--- config.mk ---
export PLATFORM = sky130hd
export DESIGN_NAME = div_sched
export DESIGN_NICKNAME = d
export VERILOG_FILES = /design/src/rtl/div_sched.sv
export SDC_FILE = /design/constraint.sdc
export NUM_CORES = 1
export LEC_CHECK = 0
export BUFFER_PORTS_ARGS = -buffer_cell sky130_fd_sc_hd__buf_4
export CELL_PAD_IN_SITES_DETAIL_PLACEMENT = 1
export CELL_PAD_IN_SITES_GLOBAL_PLACEMENT = 2
export CORE_UTILIZATION = 37
export CTS_CLUSTER_SIZE = 8
export DETAILED_ROUTE_END_ITERATION = 8
export GPL_ROUTABILITY_DRIVEN = 0
export PLACE_DENSITY_LB_ADDON = 0.1
export SYNTH_ARGS = -nofsm -noshare
export SYNTH_HDL_FRONTEND = slang
export SYNTH_SLANG_ARGS = --single-unit
--- constraint.sdc ---
create_clock -name clk -period 3.35 [get_ports clk]
set_input_delay 0.67 -clock clk [delete_from_list [all_inputs] [get_ports clk]]
set_output_delay 0.67 -clock clk [all_outputs]
set_load 0.02 [all_outputs]
--- src/rtl/div_sched.sv ---
// Shared restoring divider with round-robin arbitration between two requesters.
// One quotient bit per cycle; divide-by-zero short-circuits straight to DONE.
module div_sched #(
  parameter int WIDTH = 8
) (
  input  logic             clk,
  input  logic             rst_n,
  input  logic             req0,
  input  logic [WIDTH-1:0] in1_0,
  input  logic [WIDTH-1:0] in2_0,
  input  logic             req1,
  input  logic [WIDTH-1:0] in1_1,
  input  logic [WIDTH-1:0] in2_1,
  output logic             gnt0,
  output logic             gnt1,
  output logic [WIDTH-1:0] out,
  output logic [WIDTH-1:0] rem,
  output logic             dbz,
  output logic             out_valid,
  output logic             out_id,
  output logic             busy
);

  // state | meaning
  // IDLE  | waiting for a request, arbitrates and captures operands
  // CALC  | one shift/subtract step per cycle, result registered on last step
  // DONE  | drains out_valid; presents the divide-by-zero result when pending
  typedef enum logic [1:0] {IDLE, CALC, DONE} state_t;

  localparam int CW = $clog2(WIDTH);

  state_t           state, state_nx;
  logic [CW-1:0]    count;
  logic             last_id, id, res_pend;
  logic [WIDTH-1:0] dvd, dvs, r, q;
  logic [WIDTH-1:0] op_a, op_b, r_step, q_step;
  logic [WIDTH:0]   r_sh;
  logic             cap, sel, last_step, sub;

  always_ff @(posedge clk or negedge rst_n) begin
    if (!rst_n) state <= IDLE;
    else        state <= state_nx;
  end

  always_comb begin
    state_nx  = state;
    cap       = 1'b0;
    last_step = 1'b0;
    sel       = (req0 && req1) ? ~last_id : req1;
    op_a      = sel ? in1_1 : in1_0;
    op_b      = sel ? in2_1 : in2_0;
    // R can momentarily need WIDTH+1 bits after the shift
    r_sh      = {r, q[WIDTH-1]};
    sub       = (r_sh >= {1'b0, dvs});
    r_step    = sub ? WIDTH'(r_sh - {1'b0, dvs}) : r_sh[WIDTH-1:0];
    q_step    = {q[WIDTH-2:0], sub};
    case (state)
      IDLE: begin
        if (req0 || req1) begin
          cap      = 1'b1;
          state_nx = (op_b != '0) ? CALC : DONE;
        end
      end
      CALC: begin
        if (count == CW'(WIDTH - 1)) begin
          last_step = 1'b1;
          state_nx  = DONE;
        end
      end
      DONE: begin
        if (!res_pend) state_nx = IDLE;
      end
      default: state_nx = IDLE;
    endcase
  end

  always_ff @(posedge clk or negedge rst_n) begin
    if (!rst_n) begin
      count     <= '0;
      last_id   <= 1'b1;
      id        <= 1'b0;
      res_pend  <= 1'b0;
      dvd       <= '0;
      dvs       <= '0;
      r         <= '0;
      q         <= '0;
      gnt0      <= 1'b0;
      gnt1      <= 1'b0;
      out       <= '0;
      rem       <= '0;
      dbz       <= 1'b0;
      out_valid <= 1'b0;
      out_id    <= 1'b0;
      busy      <= 1'b0;
    end else begin
      gnt0      <= cap && !sel;
      gnt1      <= cap && sel;
      busy      <= (state_nx != IDLE);
      out_valid <= ((state == CALC) && last_step) || ((state == DONE) && res_pend);
      if (cap) begin
        dvd      <= op_a;
        dvs      <= op_b;
        r        <= '0;
        q        <= op_a;
        id       <= sel;
        last_id  <= sel;
        count    <= '0;
        res_pend <= (op_b == '0);
      end
      if (state == CALC) begin
        r     <= r_step;
        q     <= q_step;
        count <= count + 1'b1;
        if (last_step) begin
          out    <= q_step;
          rem    <= r_step;
          dbz    <= 1'b0;
          out_id <= id;
        end
      end
      if ((state == DONE) && res_pend) begin
        out      <= '1;
        rem      <= dvd;
        dbz      <= 1'b1;
        out_id   <= id;
        res_pend <= 1'b0;
      end
    end
  end

endmodule

Yosys cells after proc, flatten, opt, wreduce, memory -nomap -nowiden:

Cells that the tools add are included.

* output and inout bits: 22
* bits of input ports: 36
* flip-flop bits (word level): 62
* word-level logic and storage cells: 74

* magnitude comparators: 1
* add/subtract/negate cells: 2
* bitwise operators: 1
* muxes and demuxes: 33
* reduce and logical (&&, ||, !) cells: 17
* eq/ne operators: 3

Operators by type and width (count)
* 2-to-1 mux 8 bit: 13
* 2-to-1 mux 1 bit: 13
* nonzero test 2 bit: 5
* >= comparator 9 x 8 -> 1 bit: 1
* logical NOT 8 bit: 1
* 2-to-1 mux 2 bit: 4
* nonzero test 8 bit: 1
* subtractor 8 bit: 1
* 2-to-1 mux 3 bit: 2
* one-hot mux 2 bit (3 select lines): 1
* logical AND 1 bit: 5
* adder 3 x 1 -> 3 bit, second input constant: 1
* equality test 3 bit, second input constant: 1
* equality test 2 x 1 -> 1 bit, second input constant: 1
* equality test 2 bit, second input constant: 1
* logical NOT 2 bit: 1
* logical OR 1 bit: 2
* AND reduction 2 bit: 1
* logical NOT 1 bit: 1
* NOT 1 bit: 1

Depth between registers and ports, before layout:

* depth after elaboration: 8
* mapped depth: 10
* depth with buffers taken out: 10

Worst setup path after synthesis:

Ideal clock, no wire load.

* kind: register to register
* start: register r[2]
* end: register rem[0]
* path buffers: 1
* period minus slack after synthesis: 1964 ps
* stages on the path, launching flop included: 9
* data required time: 3277 ps
* data arrival time: 1891 ps
* path slack: 1386 ps
* library setup time: 73 ps
* cell sequence: dfrtp_1 -> ha_1 -> a21o_1 -> a21oi_2 -> a31oi_1 -> nor3_2 -> buf_6 -> mux2_4 -> a21oi_2

* longest elaborated chain between the ends: 5

Ends and longest elaborated chain
* start: declaration: line 35 `logic [WIDTH-1:0] dvd, dvs, r, q;`
* start signal: assignment: line 111 `r <= r_step;`
* >= comparator 9 x 8 -> 1 bit: line 54 `sub = (r_sh >= {1'b0, dvs});`
* 2-to-1 mux 8 bit: line 55 `r_step = sub ? WIDTH'(r_sh - {1'b0, dvs}) : r_sh[WIDTH-1:0];`
* 2-to-1 mux 8 bit: line 114 `if (last_step) begin`
* 2-to-1 mux 8 bit: line 110 `if (state == CALC) begin`
* 2-to-1 mux 8 bit: line 121 `if ((state == DONE) && res_pend) begin`
* end signal: assignment: line 116 `rem <= r_step;`
* end signal: assignment: line 123 `rem <= dvd;`
* end: declaration: line 17 `output logic [WIDTH-1:0] rem,`

No other way between the ends. The select of a mux whose other input is x is not followed.
A chain may end at the register's enable or synchronous reset.

Worst setup path in the final report:

* start: register dvs[1]
* end: register r[2]

* longest elaborated chain between the ends: 3
* elaborated cells on any way between the ends: 4
* classes of those cells: 1 x add/sub; 1 x order compare; 2 x mux

Ends and longest elaborated chain
* start: declaration: line 35
* start signal: assignment: line 102 `dvs <= op_b;`
* subtractor 8 bit / >= comparator 9 x 8 -> 1 bit (equally long branches): line 55, 54
* 2-to-1 mux 8 bit *: line 55
* 2-to-1 mux 8 bit *: line 110

Mark *: on every way between the ends. The rest lies on a longest branch, timed or not.

==> qor.yml <==
cts.sinks: 62
fin_crit_ns: 2.341
maxCapViolations: 0
p_per_area_nw_per_um2: 1088
crit_chain: "inv_1, ha_1, nor2b_1, o21ai_1, a31oi_1, nor3_2, buf_4, mux2i_1, o21ai_1"
ys_ff_latch: 62
synth_top_family_by_area: "compound AO/OA/AOI/OAI gates"
ir_worst_vdd_mv: 0.3756
drt_iter0_markers: 91
crit_path_max_incr_delay_ns: 0.36
cts_buffers: 9
die_area_sq_um: 8459
synthXorXnorAreaFrac_pct: 1.462
rsz0062_at_grt: "false"
die_w_um: 91.98
synth_simple_gate_area_share_pct: 12.45
hold_buffers: 0
drc: 0
synth_ff_type: "dfrtp_1"
synthDistinctLibCells: 47
cp_max_fo: 10
antenna_left: 0
critical_path_class: "reg2reg"
grt_max_degree: 63
synth_fa_ha_area_share_pct: 4.845
async_flop_share_pct: 100.0
htree_levels: 3
final_nets: 404
rr_startpoint: "dvs[1]"
drive_gt1_share_pct: 24.10
drtPass1Iterations: 4
grt_pass1_wl_um: 13050
path_clk_slew_ns: 0.07
hold_class: "in2async"
start_util_pct: 38.56
wl_per_cell_um: 16.88
cp_common_cell: "o21ai_1"
cts_setup_buffers: 0
ys_warn_count: 0
dp_hpwl_um: 5770
synth.avg_cell_area_sq_um: 10.02
r2r-end: "r[2]"
area_growth_syn_to_layout_pct: 23.68
hold_viol_final: 0
viasPerCell: 5.257
grt_use_total_pct: 20.16
grt-ovfl-total: 0
numPortBuffers: 57
coreArea_sq_um: 7767
insertion_delay_ns: 0.33
cp_slowest_cell: "dfrtp_1"
syn-instance-count: 299
finalSetupTns_ns: 0
status: "finished, final reports clean"
final_max_slew_viol_count: 0
start_kind: "flop"
io-pin-count: 58
die_h_um: 91.98
cts_tree: "done"
cp.required_ns: 3.52
via_count: 2434
grt_pass1_vias: 2464
ff2ff_setup_slack_ns: 1.01
synth-edff-count: 0
p_leak_nw: 1.748
clockRootBuffer: "clkbuf_8"
rows: 32
cts_buffer_depth: 2
worst_hold_slack_ns: 0.4242
antenna_found_initial: 0
syn_nets: 346
reg2regPathDepth: 9
synth_compound_area_share_pct: 19.84
setup_viol: 0
drt_wl_total_um: 7814
end_kind: "flop"
relSlewSlack_pct: 39.93
tightest_slew_ns: 0.9010
arrival_ns: 2.51
fmax_mhz: 427.1
muxShareOfSynthArea_pct: 5.890
seq_area_frac_synth_pct: 51.84
n_antenna_cell: 0
cts_resized: 0
syn_area_sq_um: 2995
fin_skew_ns: 0.009599
fin_crit_sh_pct: 69.89
## state kept, by name, summed over array words and instances, names as in the netlist
register   cells
dvs            8
state          2
gnt0           1
out_valid      1
busy           1
r              8
dbz            1
q              8
id             1
out            8
res_pend       1
count          3
gnt1           1
last_id        1
out_id         1
rem            8
dvd            8
## where the power goes
group,internal (W),leakage [nW],total (W),switching [W]
logic,0.000873,0.934,0.00202,0.00115
clock network,0.000358,0.0952,0.000648,0.000290
registers,0.00111,0.719,0.00136,0.000254
## worst max-delay path, delay by kind of cell, from the launching register on
kind            cells  cell delay, ns
simple gates        2            0.30
mux                 1            0.29
compound gates      3            0.58
buf+inv             2            0.33
flops               1            0.36
fa+ha+maj           1            0.31
## synthesized netlist by cell type (2+ instances only)
| library cell | instances | area share, % |
|---|---|---|
| clkbuf_1 | 9 | 1.1 |
| o21ai_2 | 2 | 0.58 |
| ha_1 | 10 | 4.2 |
| a22o_1 | 3 | 0.88 |
| dfrtp_1 | 61 | 51 |
| inv_1 | 10 | 1.3 |
| o21bai_1 | 2 | 0.50 |
| xnor2_1 | 2 | 0.58 |
| nand2b_1 | 2 | 0.42 |
| a21oi_2 | 2 | 0.58 |
| a21o_1 | 5 | 1.3 |
| o21ai_1 | 8 | 1.3 |
| o22ai_1 | 8 | 1.7 |
| buf_2 | 4 | 0.67 |
| or4_1 | 2 | 0.50 |
| o21a_1 | 3 | 0.75 |
| nor3_1 | 2 | 0.33 |
| nand3_1 | 3 | 0.50 |
| a21oi_1 | 11 | 1.8 |
| nor2_1 | 21 | 2.6 |
| xor2_1 | 3 | 0.88 |
| a31oi_1 | 9 | 1.9 |
| nand2_1 | 45 | 5.6 |
| a22oi_1 | 13 | 3.3 |
| mux2i_1 | 15 | 5.0 |
| o21ai_0 | 21 | 3.5 |
| and2_1 | 2 | 0.42 |
| nor4_1 | 2 | 0.42 |
## per-stage QoR
step	instances	util, %	worst slack [ns]	area (sq um)	total power (W)
after floorplan	299	-	1.386	2995	0.002781
after global placement	448	45.26	1.063	3516	0.003384
after detailed placement	448	45.26	1.005	3516	0.003421
after CTS	463	47.70	0.9880	3705	0.004084
after global routing	463	47.70	0.8190	3705	0.004384
final	463	47.70	1.009	3705	0.004032
## placed cells by master (no fill, tap or decap), types with 9 or more instances in the layout
cell and n:
inv_1 10, mux2i_1 15, nand2_1 45, clkbuf_8 10, buf_4 62, o21ai_0 21, ha_1 10, a31oi_1 9
dfrtp_1 61, a21oi_1 11, nor2_1 21, a22oi_1 13
## area by class of cell
type,count,area [sq um]
Inverter,10,37.54
Clock buffer,11,141.4
Clock inverter,4,47.55
Sequential cell,62,1553
Tap cell,102,127.6
Multi-Input combinational cell,212,1333
Fill cell,913,4063
Timing Repair Buffer,62,465.4
## layer usage
| layer | track usage [%] | vias to the layer above | wire length [um] |
|---|---|---|---|
| li1 | - | 1178 | - |
| met1 | 28.91 | 1191 | 3910 |
| met2 | 31.34 | 57 | 3546 |
| met3 | 3.317 | 8 | 280 |
| met4 | 5.859 | 0 | 76 |
| met5 | 0 | - | 0 |
## worst max-delay path by stage
| stage | start | endpoint | slack (ns) |
|---|---|---|---|
| CTS | dvs[1] | r[0] | 0.99 |
| global route | dvs[1] | r[7] | 0.82 |
| global placement | dvs[1] | rem[1] | 1.06 |
| detailed placement | dvs[1] | r[0] | 1.00 |
| finish | dvs[1] | r[2] | 1.01 |
| floorplan | r[2] | rem[0] | 1.39 |
## cell families after synthesis
logic type	after synthesis
AO/OA/AOI/OAI	93
multiplexers	17
flip-flops	62
XOR/XNOR	5
AND/OR/NAND/NOR	86
buffers and inverters	25
adder cells (fa/ha/maj)	11
(Power assumes the default switching activity.)
